### src/rtl/uart_rx_pkg.sv
`default_nettype none
// ============================================================================
// Module      : uart_rx_pkg
// Description : Shared types and constants for the UART receive controller:
//               frame state encoding, legal oversampling ratios, defaults and
//               the sample-point helper.
// Revision    : 1.0 - initial release
// ============================================================================
package uart_rx_pkg;

    localparam int DATA_WIDTH_DEF = 8;
    localparam int PRESC_W_DEF    = 6;

    localparam int PRESC_8  = 8;
    localparam int PRESC_16 = 16;
    localparam int PRESC_32 = 32;

    typedef enum logic [2:0] {
        IDLE   = 3'd0,
        START  = 3'd1,
        DATA   = 3'd2,
        PARITY = 3'd3,
        STOP   = 3'd4
    } rx_state_e;

    // The sampler votes on edges presc/2-1..presc/2+1; the checkers are
    // enabled on the cycle after the last vote.
    function automatic int sample_point(input int presc);
        return (presc / 2) + 2;
    endfunction

endpackage
`default_nettype wire

### src/rtl/uart_rx_ctrl_if.sv
`default_nettype none
// ============================================================================
// Module      : uart_rx_ctrl_if
// Description : Bundle between the RX frame controller and the RX datapath
//               (line input, configuration, checker results, enables and
//               counters). master = controller, slave = datapath side.
// Revision    : 1.0 - initial release
// ============================================================================
interface uart_rx_ctrl_if
    import uart_rx_pkg::*;
#(
    parameter int PRESC_W = PRESC_W_DEF
) ();

    logic               RX_IN;
    logic               PAR_EN;
    logic [PRESC_W-1:0] Prescale;
    logic               sampled_bit;
    logic               strt_glitch;
    logic               par_err;
    logic               stop_error;

    logic               dat_samp_en;
    logic [PRESC_W-1:0] edge_cnt;
    logic [3:0]         bit_cnt;
    logic               strt_chk_en;
    logic               deser_en;
    logic               par_chk_en;
    logic               stop_check_en;
    logic               data_valid;
    logic               busy;

    modport master (
        input  RX_IN, PAR_EN, Prescale, sampled_bit,
               strt_glitch, par_err, stop_error,
        output dat_samp_en, edge_cnt, bit_cnt, strt_chk_en, deser_en,
               par_chk_en, stop_check_en, data_valid, busy
    );

    modport slave (
        output RX_IN, PAR_EN, Prescale, sampled_bit,
               strt_glitch, par_err, stop_error,
        input  dat_samp_en, edge_cnt, bit_cnt, strt_chk_en, deser_en,
               par_chk_en, stop_check_en, data_valid, busy
    );

endinterface
`default_nettype wire

### src/rtl/uart_rx_edge_bit_cnt.sv
`default_nettype none
// ============================================================================
// Module      : uart_rx_edge_bit_cnt
// Description : Oversampling edge counter and bit counter. edge_cnt wraps at
//               prescale-1 and advances bit_cnt; synchronous clear wins over
//               enable.
// Revision    : 1.0 - initial release
// ============================================================================
module uart_rx_edge_bit_cnt
    import uart_rx_pkg::*;
#(
    parameter int PRESC_W = PRESC_W_DEF
) (
    input  wire logic               CLK,
    input  wire logic               RST,
    input  wire logic               i_en,
    input  wire logic               i_clr,
    input  wire logic [PRESC_W-1:0] i_prescale,
    output logic      [PRESC_W-1:0] o_edge_cnt,
    output logic      [3:0]         o_bit_cnt,
    output logic                    o_last_edge
);

    logic [PRESC_W-1:0] r_edge_cnt;
    logic [3:0]         r_bit_cnt;
    logic               w_last_edge;

    assign w_last_edge = (r_edge_cnt == (i_prescale - PRESC_W'(1)));

    // Advance the position inside the bit; roll into the next bit at the last edge
    always_ff @(posedge CLK or negedge RST) begin
        if (!RST) begin
            r_edge_cnt <= '0;
            r_bit_cnt  <= '0;
        end else if (i_clr) begin
            r_edge_cnt <= '0;
            r_bit_cnt  <= '0;
        end else if (i_en) begin
            if (w_last_edge) begin
                r_edge_cnt <= '0;
                r_bit_cnt  <= r_bit_cnt + 4'd1;
            end else begin
                r_edge_cnt <= r_edge_cnt + PRESC_W'(1);
            end
        end
    end

    assign o_edge_cnt  = r_edge_cnt;
    assign o_bit_cnt   = r_bit_cnt;
    assign o_last_edge = w_last_edge;

endmodule
`default_nettype wire

### src/rtl/uart_rx_ctrl.sv
`default_nettype none
// ============================================================================
// Module      : uart_rx_ctrl
// Description : UART receive frame sequencer. Detects the start level,
//               times each bit from Prescale, pulses the checker/deserializer
//               enables at the sample point and issues data_valid for frames
//               with good start, parity and stop.
// Revision    : 1.0 - initial release
// ============================================================================
module uart_rx_ctrl
    import uart_rx_pkg::*;
#(
    parameter int DATA_WIDTH = DATA_WIDTH_DEF,
    parameter int PRESC_W    = PRESC_W_DEF
) (
    input  wire logic      CLK,
    input  wire logic      RST,
    uart_rx_ctrl_if.master bus
);

    localparam logic [3:0] c_LAST_DATA_BIT = 4'(DATA_WIDTH);

    rx_state_e          r_state;
    rx_state_e          w_state_nxt;
    logic [PRESC_W-1:0] r_prescale;
    logic               r_par_en;
    logic               r_frame_err;

    logic [PRESC_W-1:0] w_edge_cnt;
    logic [3:0]         w_bit_cnt;
    logic               w_last_edge;
    logic [PRESC_W-1:0] w_sp;
    logic               w_at_sp;
    logic               w_cnt_en;
    logic               w_cnt_clr;

    logic               w_dat_samp_en;
    logic               w_strt_chk_en;
    logic               w_deser_en;
    logic               w_par_chk_en;
    logic               w_stop_check_en;
    logic               w_data_valid;
    logic               w_busy;

    assign w_sp     = PRESC_W'(sample_point(int'(r_prescale)));
    assign w_at_sp  = (w_edge_cnt == w_sp);
    assign w_cnt_en = (r_state != IDLE);

    uart_rx_edge_bit_cnt #(
        .PRESC_W (PRESC_W)
    ) u_cnt (
        .CLK         (CLK),
        .RST         (RST),
        .i_en        (w_cnt_en),
        .i_clr       (w_cnt_clr),
        .i_prescale  (r_prescale),
        .o_edge_cnt  (w_edge_cnt),
        .o_bit_cnt   (w_bit_cnt),
        .o_last_edge (w_last_edge)
    );

    // Frame state register
    always_ff @(posedge CLK or negedge RST) begin
        if (!RST) begin
            r_state <= IDLE;
        end else begin
            r_state <= w_state_nxt;
        end
    end

    // Freeze the frame configuration as the line leaves idle
    always_ff @(posedge CLK or negedge RST) begin
        if (!RST) begin
            r_prescale <= PRESC_W'(PRESC_8);
            r_par_en   <= 1'b0;
        end else if ((r_state == IDLE) && !bus.RX_IN) begin
            r_prescale <= bus.Prescale;
            r_par_en   <= bus.PAR_EN;
        end
    end

    // Parity verdict is carried into the stop bit, where the frame is accepted
    always_ff @(posedge CLK or negedge RST) begin
        if (!RST) begin
            r_frame_err <= 1'b0;
        end else if ((w_state_nxt == START) && (r_state != START)) begin
            r_frame_err <= 1'b0;
        end else if ((r_state == PARITY) && w_last_edge) begin
            r_frame_err <= bus.par_err;
        end
    end

    // Next-state, counter control and enable pulses
    always_comb begin
        w_state_nxt     = r_state;
        w_cnt_clr       = 1'b0;
        w_dat_samp_en   = 1'b0;
        w_strt_chk_en   = 1'b0;
        w_deser_en      = 1'b0;
        w_par_chk_en    = 1'b0;
        w_stop_check_en = 1'b0;
        w_data_valid    = 1'b0;
        w_busy          = 1'b0;
        case (r_state)
            IDLE: begin
                if (!bus.RX_IN) begin
                    w_state_nxt = START;
                end
            end
            START: begin
                w_dat_samp_en = 1'b1;
                w_busy        = 1'b1;
                w_strt_chk_en = w_at_sp;
                if (w_last_edge) begin
                    if (bus.strt_glitch) begin
                        w_state_nxt = IDLE;
                        w_cnt_clr   = 1'b1;
                    end else begin
                        w_state_nxt = DATA;
                    end
                end
            end
            DATA: begin
                w_dat_samp_en = 1'b1;
                w_busy        = 1'b1;
                w_deser_en    = w_at_sp;
                if (w_last_edge && (w_bit_cnt == c_LAST_DATA_BIT)) begin
                    w_state_nxt = r_par_en ? PARITY : STOP;
                end
            end
            PARITY: begin
                w_dat_samp_en = 1'b1;
                w_busy        = 1'b1;
                w_par_chk_en  = w_at_sp;
                if (w_last_edge) begin
                    w_state_nxt = STOP;
                end
            end
            STOP: begin
                w_dat_samp_en   = 1'b1;
                w_busy          = 1'b1;
                w_stop_check_en = w_at_sp;
                if (w_last_edge) begin
                    w_data_valid = !bus.stop_error && !r_frame_err;
                    w_cnt_clr    = 1'b1;
                    // A low line here is already the next start bit
                    w_state_nxt  = bus.RX_IN ? IDLE : START;
                end
            end
            default: begin
                w_state_nxt = IDLE;
                w_cnt_clr   = 1'b1;
            end
        endcase
    end

    assign bus.dat_samp_en   = w_dat_samp_en;
    assign bus.edge_cnt      = w_edge_cnt;
    assign bus.bit_cnt       = w_bit_cnt;
    assign bus.strt_chk_en   = w_strt_chk_en;
    assign bus.deser_en      = w_deser_en;
    assign bus.par_chk_en    = w_par_chk_en;
    assign bus.stop_check_en = w_stop_check_en;
    assign bus.data_valid    = w_data_valid;
    assign bus.busy          = w_busy;

endmodule
`default_nettype wire
### src/flat_wrapper.sv
// flat-port wrapper written by rule: the top's interface ports become plain ports
module uart_rx_ctrl_flat import uart_rx_pkg::*;
#(
    parameter int DATA_WIDTH = DATA_WIDTH_DEF,
    parameter int PRESC_W    = PRESC_W_DEF
)
  (CLK, RST, bus_RX_IN, bus_PAR_EN, bus_Prescale, bus_sampled_bit, bus_strt_glitch, bus_par_err, bus_stop_error, bus_dat_samp_en, bus_edge_cnt, bus_bit_cnt, bus_strt_chk_en, bus_deser_en, bus_par_chk_en, bus_stop_check_en, bus_data_valid, bus_busy);
  uart_rx_ctrl_if #(.PRESC_W(PRESC_W)) bus_i ();
  input  wire logic CLK;
  input  wire logic RST;
  input wire logic [$bits(bus_i.RX_IN)-1:0] bus_RX_IN;
  input wire logic [$bits(bus_i.PAR_EN)-1:0] bus_PAR_EN;
  input wire logic [$bits(bus_i.Prescale)-1:0] bus_Prescale;
  input wire logic [$bits(bus_i.sampled_bit)-1:0] bus_sampled_bit;
  input wire logic [$bits(bus_i.strt_glitch)-1:0] bus_strt_glitch;
  input wire logic [$bits(bus_i.par_err)-1:0] bus_par_err;
  input wire logic [$bits(bus_i.stop_error)-1:0] bus_stop_error;
  output wire logic [$bits(bus_i.dat_samp_en)-1:0] bus_dat_samp_en;
  output wire logic [$bits(bus_i.edge_cnt)-1:0] bus_edge_cnt;
  output wire logic [$bits(bus_i.bit_cnt)-1:0] bus_bit_cnt;
  output wire logic [$bits(bus_i.strt_chk_en)-1:0] bus_strt_chk_en;
  output wire logic [$bits(bus_i.deser_en)-1:0] bus_deser_en;
  output wire logic [$bits(bus_i.par_chk_en)-1:0] bus_par_chk_en;
  output wire logic [$bits(bus_i.stop_check_en)-1:0] bus_stop_check_en;
  output wire logic [$bits(bus_i.data_valid)-1:0] bus_data_valid;
  output wire logic [$bits(bus_i.busy)-1:0] bus_busy;
  assign bus_i.RX_IN = bus_RX_IN;
  assign bus_i.PAR_EN = bus_PAR_EN;
  assign bus_i.Prescale = bus_Prescale;
  assign bus_i.sampled_bit = bus_sampled_bit;
  assign bus_i.strt_glitch = bus_strt_glitch;
  assign bus_i.par_err = bus_par_err;
  assign bus_i.stop_error = bus_stop_error;
  assign bus_dat_samp_en = bus_i.dat_samp_en;
  assign bus_edge_cnt = bus_i.edge_cnt;
  assign bus_bit_cnt = bus_i.bit_cnt;
  assign bus_strt_chk_en = bus_i.strt_chk_en;
  assign bus_deser_en = bus_i.deser_en;
  assign bus_par_chk_en = bus_i.par_chk_en;
  assign bus_stop_check_en = bus_i.stop_check_en;
  assign bus_data_valid = bus_i.data_valid;
  assign bus_busy = bus_i.busy;
  uart_rx_ctrl #(.DATA_WIDTH(DATA_WIDTH), .PRESC_W(PRESC_W)) u_core (.CLK(CLK), .RST(RST), .bus(bus_i));
endmodule
### config.mk
export PLATFORM = sky130hd
export DESIGN_NAME = uart_rx_ctrl_flat
export DESIGN_NICKNAME = d
export VERILOG_FILES = /design/src/rtl/uart_rx_pkg.sv /design/src/rtl/uart_rx_ctrl_if.sv /design/src/rtl/uart_rx_edge_bit_cnt.sv /design/src/rtl/uart_rx_ctrl.sv /design/src/flat_wrapper.sv
export SDC_FILE = /design/constraint.sdc
export NUM_CORES = 1
export LEC_CHECK = 0
export ABC_AREA = 1
export CAP_MARGIN = 20
export CORE_UTILIZATION = 55
export CTS_BUF_LIST = sky130_fd_sc_hd__clkbuf_16
export DETAILED_ROUTE_END_ITERATION = 7
export GPL_TIMING_DRIVEN = 0
export PLACE_DENSITY = 0.84
export SLEW_MARGIN = 40
export SYNTH_ARGS = -nofsm -noshare
export SYNTH_HDL_FRONTEND = slang
export SYNTH_SLANG_ARGS = --single-unit
export TNS_END_PERCENT = 10
### constraint.sdc
create_clock -name CLK -period 6.05 [get_ports CLK]
set_input_delay 0.605 -clock CLK [delete_from_list [all_inputs] [get_ports CLK]]
set_output_delay 0.605 -clock CLK [all_outputs]
set_load 0.01 [all_outputs]
# == Yosys cells after proc, flatten, opt, wreduce, memory -nomap -nowiden ==
# Index checks and enable logic that the tools add are counted.
# word_totals
in_bits,14
elab_cells,63
out_inout_bits,17
ff_bits,21
# classes
mux,28
n_eq_ne,9
n_addsub,4
n_reduce_logical,16
# op_table
operator,count
$mux W3,6
$mux W6,3
$pmux W3 S5,1
$mux W1,13
$eq A6 B6 Y1,2
$mux W4,3
$add A5 B2 Y6 const B,1
$add A6 B1 Y6 const B,1
$eq A3 B1 Y1 const B,2
$eq A3 B2 Y1 const B,2
$reduce_bool A2 Y1,3
$sub A6 B1 Y6 const B,1
$logic_and A1 B1 Y1,5
$add A4 B1 Y4 const B,1
$eq A4 B4 Y1 const B,1
$reduce_or A4 Y1,1
$eq A3 B3 Y1 const B,1
$logic_not A1 Y1,3
$logic_not A3 Y1,1
$ne A3 B1 Y1 const B,1
$pmux W1 S3,1
$reduce_bool A3 Y1,1
$reduce_or A3 Y1,1
$mux W2,1
$reduce_and A2 Y1,1

# == Longest topological paths before layout ==
# logic_depth
word_depth,8
mapped_depth,18
depth_no_buf,18

# == Modules after synthesis ==
# Synthesis repeated with hierarchy kept, for this count alone.
# unflattened
hier_cells,209
hier_area_um2,1546.5
# by_module_without_submodules
module,cells_per_inst,instances,area_per_inst_um2,seq_area_each_um2
uart_rx_edge_bit_cnt,115,1,787.0,250.2
uart_rx_ctrl,94,1,759.5,276.5

# == Worst setup path after synthesis ==
# Ideal clock, no wire load.
# synth_timing
kind,reg-to-output
from,register u_core.r_prescale[3]
to,output port bus_data_valid
setup_slack_ns,3.643
path_buffers,0
path_stages_with_launch,12
t_arrival_ns,1.802
required_ns,5.445
path_cell_list,dfstp_2 > inv_1 > ha_1 > a21boi_0 > nand2_1 > nand2_1 > nand2_1 > inv_2 > nand3_4 > inv_4 > nand2_1 > nor3_1
# synth_via
elab_chain_len,4
# synth_rtl
item,line_no,source
from (decl),uart_rx_ctrl.sv:25,logic [PRESC_W-1:0] r_prescale;
from (signal assigned),uart_rx_ctrl.sv:74,r_prescale <= PRESC_W'(PRESC_8);
from (signal assigned),uart_rx_ctrl.sv:77,r_prescale <= bus.Prescale;
$sub A6 B1 Y6,uart_rx_edge_bit_cnt.sv:28,assign w_last_edge = (r_edge_cnt == (i_prescale - PRESC_W'(1)));
$eq A6 B6 Y1,uart_rx_edge_bit_cnt.sv:28,
$mux W1,uart_rx_ctrl.sv:143,if (w_last_edge) begin
$mux W1,uart_rx_ctrl.sv:104,case (r_state)
to (decl),flat_wrapper.sv:25,output wire logic [$bits(bus_i.data_valid)-1:0] bus_data_valid;
# No other way between the ends.

# == Final worst setup path ==
# Ends and elaborated chain as after synthesis.

==> impl_metrics.toml <==
[status]
status = "completed"

[routing]
drt-total-wl_um = 3530
wl_per_cell_um = 12.3
ant_nets = 0
routed-via-count = 1501
route.detailed.drc = 0
first_iter_violations = 77
firstDrtPassIters = 4
routed_via_density = 5.23

[worst_setup_path]
crit_buf_inv = 4
reg2reg_depth = 12
critPathMaxStageDelay_ps = 570
slowest_stage = "dfstp_2"
crit_type = "flop to output pin"
crit_top_cell = "nand2_1"
cp_max_fo = 8
cp_top_family = "buffers and inverters"
timing.rr.end = "u_core.r_frame_err"
end_kind = "output pin"
cp-start-kind = "flop"
crit_required_ps = 5440
reg2reg_from = "u_core.r_prescale[3]"
cp_cell_sequence = "inv_1, ha_1, a21boi_0, nand2_1, nand2_1, nand2_1, inv_2, nand3_4, inv_4, nand2_1, nor3_1, clkdlybuf4s50_1"
arrival_ps = 2720
r2r_slack_ps = 3800

[timing]
max_freq_ghz = 0.301
fin_worst_skew_ps = 0.930
setup-violations-final = 0
hold_viol = 0
min_period_ps = 3330
finalCritPeriodShare_pct = 55.0
worst_pin_slew_ps = 485
holdWs_ps = 305
maxSlewHeadroom_pct = 67.6
rsz0062_at_grt = "false"
drv_slew = 0
tns_ps = 0

[placement]
io_buffers = 29
gp_congestion = 0.875
dp.cells = 283
dp_hpwl_um = 2670

[logic_synthesis]
synth.area.top_cells = "dfrtp_1, nand2_1, inv_1"
yosys.area.top_type = "dfrtp_1"
synth_cell_types = 34
async_flop_share_pct = 100
synth.avg_cell_area_um2 = 7.33
syn-num-nets = 244
ys_top_cells_by_count = "nand2_1, inv_1, nor2_1"
seq_area_frac_synth_pct = 32.2
synth.top_cell.area_share_pct = 30.6
ys_ff_latch = 21
ys.flop_type = "dfrtp_1"
yosysMostFrequentCell = "nand2_1"
syn_area_um2 = 1630
synth_edf_count = 0
synthCells = 223
ys_warn_count = 0

[clocking]
cts_sinks = 21
insertion_delay_ps = 250
cts_tree = "built"
cts_buffer_depth = 2
numCtsBuffers = 3
holdBufCountCts = 0
cts.root.buffer_cell = "clkbuf_16"
postCtsSetupBuffers = 0
h-tree-depth = 1
ctsResizeCount = 0
path_clk_slew_ps = 60

[pwr]
cellLeakagePower_nw = 1.01
p_per_area_nw_per_um2 = 522
ir_drop_v = 0.000400
finalPower_w = 0.00106

[job]
cap_violations = 0

[finish]
synthToLayoutAreaGrowth_pct = 24.7
num_antenna_cells = 0
fin_nets = 278
fin_cells = 287
drive_above_1_share_pct = 18.0

[floorplan]
std_cell_rows = 19
io_pins = 31
fp.coreArea_um2 = 2780
chipWidth_um = 56.5
die_area_um2 = 3190
start_util_pct = 58.7
die_height_um = 56.5

[global_routing]
antenna_found_initial = 0
grt_util_all_layers_pct = 24.2
first_global_vias = 1419
grt_overflow = 0
grt_start_max_net_pins = 22
grt_pass1_wl_um = 6130

[worst_hold_path]
min_path_type = "primary input to async pin"
## cell families after synthesis
| logic type | count (synthesis) | synth area share [%] |
|---|---|---|
| multiplexers | 3 | 2.07 |
| buffers and inverters | 43 | 10.9 |
| flip-flops | 21 | 32.2 |
| AND/OR/NAND/NOR | 120 | 36.3 |
| AO/OA/AOI/OAI | 17 | 6.74 |
| XOR/XNOR | 12 | 6.43 |
| adder cells (fa/ha/maj) | 7 | 5.36 |
## flip-flops by register name, indices dropped and copies added (netlist names)
signal and count:
u_core.r_state 3, u_core.r_frame_err 1, u_core.u_cnt.o_edge_cnt 6, u_core.r_par_en 1
u_core.u_cnt.o_bit_cnt 4, u_core.r_prescale 6
## through the flow
step	utilization, %	setup slack, ps	cell area (µm²)
6_report	73.2	2720	2040
5_1_grt	73.2	2470	2040
4_1_cts	73.2	2720	2040
3_5_place_dp	70.4	3020	1960
3_3_place_gp	70.6	3050	1960
2_1_floorplan	-	3640	1630
## final cells by class
type                    instances  area [µm²]
plain buffers                   5        32.5
clock buffers                   3        75.1
clock inverters                 1        3.75
fillers                       199         744
inverters                      38         145
multi-input cells             159         930
flip-flops and latches         21         527
well taps                      31        38.8
repair buffers                 29         285
## report_power, final
part	internal, W	switching [W]
registers	0.000201	0.0000802
logic	0.000277	0.000362
clock network	0.0000883	0.0000552
total	0.000566	0.000498
## cells in the final DEF, fill, tap and decap left out
cell type	instances
nand2_1	39
inv_1	33
clkdlybuf4s50_1	28
nor2_1	26
dfrtp_1	20
nand3_1	18
nand2_2	11
xor2_1	8
a21oi_1	7
ha_1	7
nand4_1	6
inv_2	5
nor2_2	5
nor3_1	5
o21ai_2	5
nand3_2	4
xnor2_1	4
buf_2	3
mux2_2	3
clkbuf_16	3
nor2_4	1
o21ai_1	1
a21boi_0	1
nand3_4	1
or2_2	1
clkbuf_1	1
o211ai_1	1
nand3b_1	1
inv_4	1
nor4_1	1
buf_6	1
o22ai_1	1
o21ai_0	1
nor3b_1	1
buf_4	1
dfstp_2	1
## layer usage
| layer | GRT usage (%) | vias to the layer above | wire [µm] |
|---|---|---|---|
| met1 | 33.1 | 689 | 1730 |
| met3 | 3.46 | 5 | 154 |
| met2 | 39.0 | 40 | 1590 |
| met4 | 8.36 | 0 | 42 |
| li1 | - | 767 | - |
| met5 | 0 | - | 0 |
## worst max path at each step
stage | startpoint | end | slack, ps | depth (start not counted)
final | u_core.r_prescale[3] | bus_data_valid | 2720 | 12
after global routing | u_core.r_prescale[3] | bus_data_valid | 2470 | 12
after CTS | u_core.r_prescale[3] | bus_data_valid | 2720 | 12
after detailed placement | u_core.r_prescale[3] | bus_data_valid | 3020 | 12
after global placement | u_core.r_prescale[3] | bus_data_valid | 3050 | 12
after floorplan | u_core.r_prescale[3] | bus_data_valid | 3640 | 11
No activity file was read; power rests on OpenSTA's default activity.
